--- src/rtl/microsequencer.sv ---
// Next-state address generator for the microprogrammed control unit.
// Registers the next microstore address, its increment and a one-level return address.
module microsequencer #(
    parameter int unsigned STATE_W     = 10,
    parameter int unsigned RESET_STATE = 0,
    parameter int unsigned FETCH_STATE = 1
) (
    input  logic               clk,
    input  logic               reset,
    input  logic [2:0]         N,
    input  logic               inv,
    input  logic [1:0]         select,
    input  logic [STATE_W-1:0] cr,
    input  logic [STATE_W-1:0] decoder_state,
    input  logic               moc,
    input  logic               cond,
    input  logic               ir_ready,
    output logic [STATE_W-1:0] current_state,
    output logic [STATE_W-1:0] incr_state,
    output logic [STATE_W-1:0] ret_state,
    output logic               ret_valid,
    output logic               stack_err
);

    localparam logic [STATE_W-1:0] L_RESET = STATE_W'(RESET_STATE);
    localparam logic [STATE_W-1:0] L_FETCH = STATE_W'(FETCH_STATE);
    localparam logic [STATE_W-1:0] L_ONE   = STATE_W'(1);

    typedef enum logic [2:0] {
        N_DECODE = 3'b000,
        N_FETCH  = 3'b001,
        N_JUMP   = 3'b010,
        N_INCR   = 3'b011,
        N_BRANCH = 3'b100,
        N_WAIT   = 3'b101,
        N_CALL   = 3'b110,
        N_RETURN = 3'b111
    } n_mode_t;

    logic [STATE_W-1:0] r_current;
    logic [STATE_W-1:0] r_incr;
    logic [STATE_W-1:0] r_ret;
    logic               r_ret_valid;
    logic               r_stack_err;

    n_mode_t            w_mode;
    logic               w_sel;
    logic               w_c;
    logic [STATE_W-1:0] w_next;
    logic [STATE_W-1:0] w_ret_next;
    logic               w_ret_valid_next;
    logic               w_stack_err_next;

    assign w_mode = n_mode_t'(N);

    always_comb begin
        w_sel = 1'b1;
        case (select)
            2'b00:   w_sel = moc;
            2'b01:   w_sel = cond;
            2'b10:   w_sel = ir_ready;
            default: w_sel = 1'b1;
        endcase
        w_c = w_sel ^ inv;
    end

    always_comb begin
        w_next           = r_incr;
        w_ret_next       = r_ret;
        w_ret_valid_next = r_ret_valid;
        w_stack_err_next = r_stack_err;
        case (w_mode)
            N_DECODE: w_next = decoder_state;
            N_FETCH:  w_next = L_FETCH;
            N_JUMP:   w_next = cr;
            N_INCR:   w_next = r_incr;
            N_BRANCH: w_next = w_c ? cr : r_incr;
            // Holding current_state also leaves incr_state unchanged, since it is recomputed as next+1.
            N_WAIT:   w_next = w_c ? cr : r_current;
            N_CALL: begin
                w_next           = cr;
                w_ret_next       = r_incr;
                w_ret_valid_next = 1'b1;
            end
            N_RETURN: begin
                if (r_ret_valid) begin
                    w_next           = r_ret;
                    w_ret_valid_next = 1'b0;
                end else begin
                    w_next           = L_FETCH;
                    w_stack_err_next = 1'b1;
                end
            end
        endcase
    end

    always_ff @(posedge clk) begin
        if (reset) begin
            r_current   <= L_RESET;
            r_incr      <= L_RESET + L_ONE;
            r_ret       <= '0;
            r_ret_valid <= 1'b0;
            r_stack_err <= 1'b0;
        end else begin
            r_current   <= w_next;
            r_incr      <= w_next + L_ONE;
            r_ret       <= w_ret_next;
            r_ret_valid <= w_ret_valid_next;
            r_stack_err <= w_stack_err_next;
        end
    end

    assign current_state = r_current;
    assign incr_state    = r_incr;
    assign ret_state     = r_ret;
    assign ret_valid     = r_ret_valid;
    assign stack_err     = r_stack_err;

endmodule

--- config.mk ---
export PLATFORM = sky130hd
export DESIGN_NAME = microsequencer
export DESIGN_NICKNAME = d
export VERILOG_FILES = /design/src/rtl/microsequencer.sv
export SDC_FILE = /design/constraint.sdc
export NUM_CORES = 1
export LEC_CHECK = 0
export ABC_AREA = 1
export ABC_CLOCK_PERIOD_IN_PS = 6100
export CAP_MARGIN = 0
export CORE_AREA = 4 4 68 70
export DETAILED_ROUTE_END_ITERATION = 8
export DIE_AREA = 0 0 72 74
export GPL_ROUTABILITY_DRIVEN = 1
export GPL_TIMING_DRIVEN = 0
export PLACE_DENSITY = 0.85
export SLEW_MARGIN = 20
export SYNTH_ARGS = -nofsm -noshare
export SYNTH_HDL_FRONTEND = slang
export SYNTH_SLANG_ARGS = --single-unit
--- constraint.sdc ---
create_clock -name clk -period 6.1 [get_ports clk]
set_input_delay 1.22 -clock clk [delete_from_list [all_inputs] [get_ports clk]]
set_output_delay 1.22 -clock clk [all_outputs]
set_load 0.02 [all_outputs]
=== Word-level counts from Yosys, hierarchy flattened ===
Index checks and enable logic that the tools add are counted.

* Bits in registers: 32
* Input port bits: 31
* Output and inout port bits: 32
* Logic and storage cells: 28

* $add $sub $neg: 1
* Equality and inequality tests: 9
* Multiplexer cells: 6
* Bitwise gates (word level): 2
* Reductions and logical operators: 5

{| class="wikitable"
|+ Operator list
! cell !! count
|-
| one-hot mux 10 bit (7 select lines) || 1
|-
| 2-to-1 mux 10 bit || 3
|-
| == test 3 bit (second input constant) || 4
|-
| adder 10 x 1 -> 10 bit (second input constant) || 1
|-
| == test 3 x 2 -> 1 bit (second input constant) || 2
|-
| == test 3 x 1 -> 1 bit (second input constant) || 1
|-
| logical NOT 3 bit || 1
|-
| one-hot mux 1 bit (3 select lines) || 1
|-
| == test 2 x 1 -> 1 bit (second input constant) || 1
|-
| == test 2 bit (second input constant) || 1
|-
| logical NOT 2 bit || 1
|-
| one-hot mux 1 bit (2 select lines) || 1
|-
| AND reduction 2 bit || 1
|-
| nonzero test 2 bit || 1
|-
| OR reduction 2 bit || 1
|-
| NOT 1 bit || 1
|-
| bitwise XOR 1 bit || 1
|}

=== Depth between registers and ports, before layout ===
Gate-level depths: netlist of the first run.

* Depth after elaboration: 6
* Depth in mapped cells: 17
* Mapped depth without buffers: 17

=== Worst setup path after synthesis of the first run ===
No wires, ideal clock.

* Path kind: input to register
* Start: in ir_ready
* End: reg r_incr[8], in the netlist incr_state[8]
* Library setup time: 0.109 ns
* Arrival time: 2.672 ns
* Required time: 5.991 ns
* Slack: 3.319 ns
* Stages: 14
* Buffers on the path: 0
* Cell sequence: nand3b_2 > nand2_1 > nand2_2 > nand2_1 > nand3_1 > nand3_1 > nor2_1 > nor2_1 > ha_1 > nand3_2 > nor2_2 > nand4_1 > nand2_1 > inv_1

* Longest elaborated chain between the ends: 5
* Elaborated cells between the ends (all ways): 6
* Classes of those cells: add/sub (1); mux (4); bitwise (1)

{| class="wikitable"
|+ Ends and longest elaborated chain
! element !! line !! text
|-
| start, declared || 17 || <nowiki>input logic ir_ready,</nowiki>
|-
| one-hot mux 1 bit (3 select lines) (*) || 58 || <nowiki>case (select)</nowiki>
|-
| bitwise XOR 1 bit (*) || 64 || <nowiki>w_c = w_sel ^ inv;</nowiki>
|-
| 2-to-1 mux 10 bit, on equally long branches || 79, 77 ||
|-
| one-hot mux 10 bit (7 select lines) (*) || 72 || <nowiki>case (w_mode)</nowiki>
|-
| named net w_next[1] || 49 || <nowiki>logic [STATE_W-1:0] w_next;</nowiki>
|-
| adder 10 x 1 -> 10 bit (*) || 106 || <nowiki>r_incr <= w_next + L_ONE;</nowiki>
|-
| end signal, assigned || 100 || <nowiki>r_incr <= L_RESET + L_ONE;</nowiki>
|-
| end signal, assigned || 106 ||
|-
| end, declared || 41 || <nowiki>logic [STATE_W-1:0] r_incr;</nowiki>
|}

Mark *: on every way through the listed nets, which the timed path passes. The rest lies on a longest branch.
A chain may end at the register's enable or synchronous reset.

=== Worst setup path after layout of the first run ===
* Start: in select[0]
* End: reg r_incr[8], in the netlist incr_state[8]

* Longest elaborated chain between the ends: 6
* Elaborated cells between the ends (all ways): 9
* Classes of those cells: add/sub (1); eq/ne (2); mux (4); bitwise (1); reduce/logical (1)

{| class="wikitable"
|+ Ends and longest elaborated chain
! element !! line !! text
|-
| start, declared || 12 || <nowiki>input logic [1:0] select,</nowiki>
|-
| == test 2 bit (tied with other cells) || 58 ||
|-
| one-hot mux 1 bit (3 select lines) (*) || 58 ||
|-
| bitwise XOR 1 bit (*) || 64 ||
|-
| 2-to-1 mux 10 bit, on equally long branches || 79, 77 ||
|-
| one-hot mux 10 bit (7 select lines) (*) || 72 ||
|-
| named net w_next[1] || 49 ||
|-
| adder 10 x 1 -> 10 bit (*) || 106 ||
|}

Marked as above.

==> flow_metrics.tcl, run 1 <==
set metrics [dict create \
    status "complete, no violations" \
    fin_crit_sh_pct 53.2 \
    cp.arrival_ps 3430 \
    htreeDepth 2 \
    rsz0062_at_grt "false" \
    vias 2073 \
    die_height_um 74 \
    postCtsSetupRepairBufs 0 \
    core_area_um2 3970 \
    num_io_pins 63 \
    fin_crit_ps 3240 \
    grt_most_used_layer "met2" \
    ant_nets 0 \
    drtIter0Drc 164 \
    multi_input_area_um2 1100 \
    clk_pin_slew_worst_paths_ps 70 \
    cts_tree "yes" \
    regArea_um2 641 \
    post_cts_resized 0 \
    clockRootBuffer "clkbuf_8" \
    fin_util_pct 67.9 \
    netlist_instances 285 \
    ys_seq_elements 32 \
    crit_fanout 6 \
    yosysWarningCount 0 \
    cts_hold_buffers 0 \
    yosysUniqueCellTypes 26 \
    tightest_slew_ps 544 \
    relSlewSlack_pct 63.7 \
    synth_most_common_cell "nand2_1" \
    vdd_drop_max_mv 0.116 \
    antenna_found_initial 0 \
    yosysSeqAreaShare_pct 33.7 \
    power.density_nw_per_um2 218 \
    setup_tns_ps 0 \
    drc 0 \
    via_per_inst 5.12 \
    dieArea_um2 5330 \
    first_pass_iters 4 \
    drive_gt1_share_pct 16.9 \
    slew_viol_final 0 \
    die_w_um 72 \
    endpoint_kind "register" \
    grt_pass1_vias 1971 \
    numCtsBuffers 5 \
    fp-row-count 23 \
    fmax_ghz 0.308 \
    fin_ws_ps 2860 \
    maxCapViolCount 0 \
    place_ws_ps 2590 \
    hold_path_class "reg2reg" \
    syn_to_final_growth_pct 41.8 \
    synth_area_um2 1900 \
    synthTopCellsByCount "71 x nand2_1, 32 x dfxtp_1, 31 x nand3_1, 31 x nor2_1, 24 x inv_1" \
    syn-mean-instance-area_um2 6.67 \
    io_buffers 62 \
    diodes 0 \
    grt_overflow 0 \
    gp_congestion 0.886 \
    gr-usage-met1_pct 28.0 \
    clockBufferDepth 2 \
    synth_area_leaders "dfxtp_1 34%, nand2_1 14%, nand3_1 8.2%" \
    nNetsFinal 386 \
    cts_sinks 32 \
    design_area_um2 2700 \
    start_util_pct 47.9 \
    grt_pass1_wl_um 9130 \
    clock_latency_ps 290 \
    finalSetupViolations 0 \
    wl_per_cell_um 13.8 \
    dp_hpwl_um 4410 \
    yosysTopAreaCellShare_pct 33.7 \
    grt_usage_pct 21.9 \
    skew_ps 7.06 \
    crit_type "in2reg" \
    grt_max_degree 12 \
    hold_violations 0 \
    fillers 335 \
    syn_nets 317 \
    p_leak_nw 1.18 \
    placed_area_um2 2580 \
    synth_top_area_cell "dfxtp_1" \
    wl_um 5570 \
    synth_edf_count 0 \
    crit_path_start_kind "input pin" \
    grtUsageMet3_pct 2.97 \
    async_flop_share_pct 0 \
    cp.required_ps 6290 \
    ys.flop_type "dfxtp_1" \
    grtUsageMet2_pct 39.1 \
    holdWs_ps 468 \
]
==> worst max-delay path, cell delays in order <==
cell and delay [ps]:
clkdlybuf4s50_1 500, inv_2 50, nand2_1 60, nand3_2 90, nand2_1 100, nand2_2 90, nand2_1 200, nand3_1 140
nand3_1 90, nor2_1 60, nor2_1 130, ha_1 200, nand3_2 110, nor2_2 160, nand4_1 100, nand2_1 80
inv_1 40
==> cell type report <==
class	count	area share [%]
plain buffers	7	1.25
inverters	34	4.74
multi-input cells	212	40.8
repair buffers	62	23.0
well taps	50	2.32
clock buffers	5	2.55
flip-flops and latches	32	23.8
clock inverters	3	1.58
==> registers in the layout, indices dropped and copies added (netlist names) <==
signal / cells
ret_state: 10
stack_err: 1
incr_state: 10
current_state: 10
ret_valid: 1
==> layer usage <==
layer | part of all wire (%) | wire length (um)
met1 | 40 | 2250
met2 | 50 | 2760
met3 | 8.5 | 474
met4 | 1.4 | 80
met5 | 0 | 0
==> final timing paths <==
| path | endpoint | slack, ps | cells past startpoint | start |
|---|---|---|---|---|
| max | incr_state[8] | 2860 | 17 | select[0] |
| max reg2reg | incr_state[8] | 4220 | 12 | ret_valid |
| min reg2reg | ret_state[0] | 470 | 2 | ret_state[0] |
| min | ret_state[0] | 470 | 2 | ret_state[0] |
==> logic make-up (layout without fill, tap and decap cells) <==
group / after synthesis / in the layout / synth area share, %
adders and majority gates: 1 / 1 / 0.658
AOI/OAI and AO/OA: 31 / 31 / 8.29
DFF: 32 / 32 / 33.7
buffers and inverters: 41 / 111 / 8.49
and+or+nand+nor: 180 / 180 / 48.8
==> metrics by stage <==
stage	total power, mW	instances
2_1_floorplan	0.322	285
3_3_place_gp	0.386	397
3_5_place_dp	0.390	397
4_1_cts	0.589	405
5_1_grt	0.615	405
6_report	0.588	405
==> where the power goes <==
part,switching (mW),internal [mW]
clock,0.0812,0.121
combinational,0.0863,0.0656
sequential,0.0119,0.223
total,0.179,0.409
==> placed cells by master, fill, tap and decap left out <==
cell type and instances:
clkbuf_8 5, nand2_4 3, nand2_1 71, or2_2 7
buf_2 3, nand3b_1 1, a21oi_1 23, nand3b_4 1
o21ai_0 5, o211ai_1 1, ha_1 1, nand3_2 7
clkinv_2 1, inv_1 24, nand4_1 5, nor2_8 1
nand2_2 10, nand3_1 31, inv_2 10, nor2_2 3
clkinvlp_4 1, dfxtp_1 32, o21ai_1 2, nor3_1 3
clkbuf_1 3, bufinv_16 1, buf_4 1, clkdlybuf4s50_1 62
nor2_1 31, nand3b_2 3, nor2_4 3
No activity file was read; power rests on OpenSTA's default activity.
==> inputs of run 2 (changes only) <==
--- a/config.mk
+++ b/config.mk
@@ -6,14 +6,14 @@
 export NUM_CORES = 1
 export LEC_CHECK = 0
 export ABC_AREA = 1
-export ABC_CLOCK_PERIOD_IN_PS = 6100
+export ABC_CLOCK_PERIOD_IN_PS = 2800
 export CAP_MARGIN = 0
-export CORE_AREA = 4 4 68 70
+export CORE_AREA = 4 4 74 76
 export DETAILED_ROUTE_END_ITERATION = 8
-export DIE_AREA = 0 0 72 74
+export DIE_AREA = 0 0 78 80
 export GPL_ROUTABILITY_DRIVEN = 1
 export GPL_TIMING_DRIVEN = 0
-export PLACE_DENSITY = 0.85
+export PLACE_DENSITY = 0.76
 export SLEW_MARGIN = 20
 export SYNTH_ARGS = -nofsm -noshare
 export SYNTH_HDL_FRONTEND = slang
==> constraint.sdc (replaced) <==
create_clock -name clk -period 2.8 [get_ports clk]
set_input_delay 0.56 -clock clk [delete_from_list [all_inputs] [get_ports clk]]
set_output_delay 0.56 -clock clk [all_outputs]
set_load 0.02 [all_outputs]
==> run 2 against run 1 <==
Effect of this change:
- worst setup slack got worse by 2500 ps
- combinational power rose by 120%
- sequential share of layout area fell by 0.088 points
- die area rose by 17%
- sequential power rose by 120%
- clock-buffer cell count rose by 1
- register-to-register slack got worse by 3300 ps
- global-route usage fell by 3.4 points
- first-iteration DRC count fell by 35%
- clock skew rose by 1.9 ps
- final cell count rose by 4.2%
==> flow_metrics.tcl, run 2 (synthesis gave the netlist of run 1 again) <==
set metrics [dict create \
    crit_type "in2reg" \
    cp.arrival_ps 2690 \
    vias 2021 \
    clockRootBuffer "clkbuf_8" \
    antenna_found_initial 0 \
    crit_path_start_kind "input pin" \
    endpoint_kind "register" \
    diodes 0 \
    start_util_pct 40.2 \
    clock_latency_ps 300 \
    io_buffers 62 \
    fin_crit_sh_pct 88.8 \
    die_w_um 78 \
    num_io_pins 63 \
    dieArea_um2 6240 \
    fmax_ghz 0.402 \
    relSlewSlack_pct 62.2 \
    regToRegSetupSlack_ps 900 \
    drc 0 \
    final_cell_mix "70 x nand2_1, 62 x clkdlybuf4s50_1, 32 x dfxtp_1, 31 x nand3_1, 31 x nor2_1" \
    gp_congestion 0.860 \
    drtIter0Drc 107 \
    tightest_slew_ps 568 \
    p_leak_nw 1.18 \
    postCtsSetupRepairBufs 0 \
    slew_viol_final 0 \
    hold_path_class "reg2reg" \
    maxCapViolCount 0 \
    vdd_drop_max_mv 0.310 \
    drive_gt1_share_pct 17.5 \
    final_common_cell "nand2_1" \
    crit_fanout 6 \
    grt_max_degree 11 \
    numCtsBuffers 5 \
    cts_tree "yes" \
    wl_um 5620 \
    cts_sinks 32 \
    htreeDepth 2 \
    via_per_inst 4.79 \
    fin_crit_ps 2490 \
    hold_violations 0 \
    grt_overflow 0 \
    cp.required_ps 3000 \
    wl_per_cell_um 13.3 \
    clockBufferDepth 2 \
    ant_nets 0 \
    clk_pin_slew_worst_paths_ps 70 \
    grt_usage_pct 18.6 \
    first_pass_iters 4 \
    power.density_nw_per_um2 450 \
    fin_util_pct 57.3 \
    core_area_um2 4720 \
    syn_to_final_growth_pct 42.3 \
    skew_ps 8.93 \
    grt_pass1_wl_um 8980 \
    grt_pass1_vias 1853 \
    dp_hpwl_um 4510 \
    holdWs_ps 467 \
    finalSetupViolations 0 \
    status "complete, no violations" \
    die_height_um 80 \
    rsz0062_at_grt "false" \
    nNetsFinal 386 \
    fp-row-count 25 \
]
-- run 2: changes by cell type in the layout (fill, tap and decap cells not counted), sizes merged --
cell | before | now
clkbuf | 8 | 9
clkinvlp | 1 | 0
bufinv | 1 | 0
clkinv | 1 | 2
-- run 2: timing repair --
item | in CTS | in global routing
setup endpoints to repair | 0 | 1
resized for setup | 0 | 2
hold buffers | 0 | 0
hold endpoints to repair | 0 | 0
-- run 2: stage by stage --
stage	std cells	setup TNS [ps]	power [mW]	worst slack, ps	instance area, um2
after floorplan	285	0	0.702	679	1900
after global placement	414	0	0.844	25.8	2610
after detailed placement	414	-51.8	0.850	-51.8	2610
after CTS	422	0	1.22	256	2700
after global routing	422	0	1.27	41.9	2710
final	422	0	1.22	314	2710
-- run 2: power by group --
group / switching (mW) / internal (mW) / total [mW]
logic: 0.189 / 0.143 / 0.332
clock network: 0.179 / 0.196 / 0.374
registers: 0.0266 / 0.485 / 0.512
total: 0.394 / 0.824 / 1.22
-- run 2: worst max-delay path, cell delays in order --
cell	delay, ps
clkdlybuf4s50_1	490
inv_2	50
nand2_1	60
nand3_2	80
nand2_1	100
nand2_2	100
nand2_2	140
nand3_1	110
nand3_1	90
nor2_1	60
nor2_1	140
ha_1	210
nand3_2	110
nor2_2	170
nand4_1	100
nand2_1	80
inv_1	40
-- run 2: layer usage --
metal / part of all wire [%] / vias up / GRT usage [%]
li1: - / 1045 / -
met1: 44 / 912 / 23.3
met2: 49 / 57 / 31.3
met3: 5.2 / 7 / 3.61
met4: 1.7 / 0 / 7.34
met5: 0 / - / 0
-- run 2: area by class of cell --
type / count / area (um2)
fill: 464 / 2020
multi-input combinational: 212 / 1110
sequential: 32 / 641
timing repair buffer: 62 / 621
inverter: 34 / 128
tap: 67 / 83.8
clock buffer: 6 / 82.6
buffer: 7 / 33.8
clock inverter: 2 / 10.0
-- run 2: path summary, 6_finish.rpt --
check / startpoint / to / depth (start not counted)
setup reg to reg: ret_valid / incr_state[8] / 12
hold reg to reg: stack_err / stack_err / 2
hold / removal: stack_err / stack_err / 2
setup / recovery: select[0] / incr_state[8] / 17
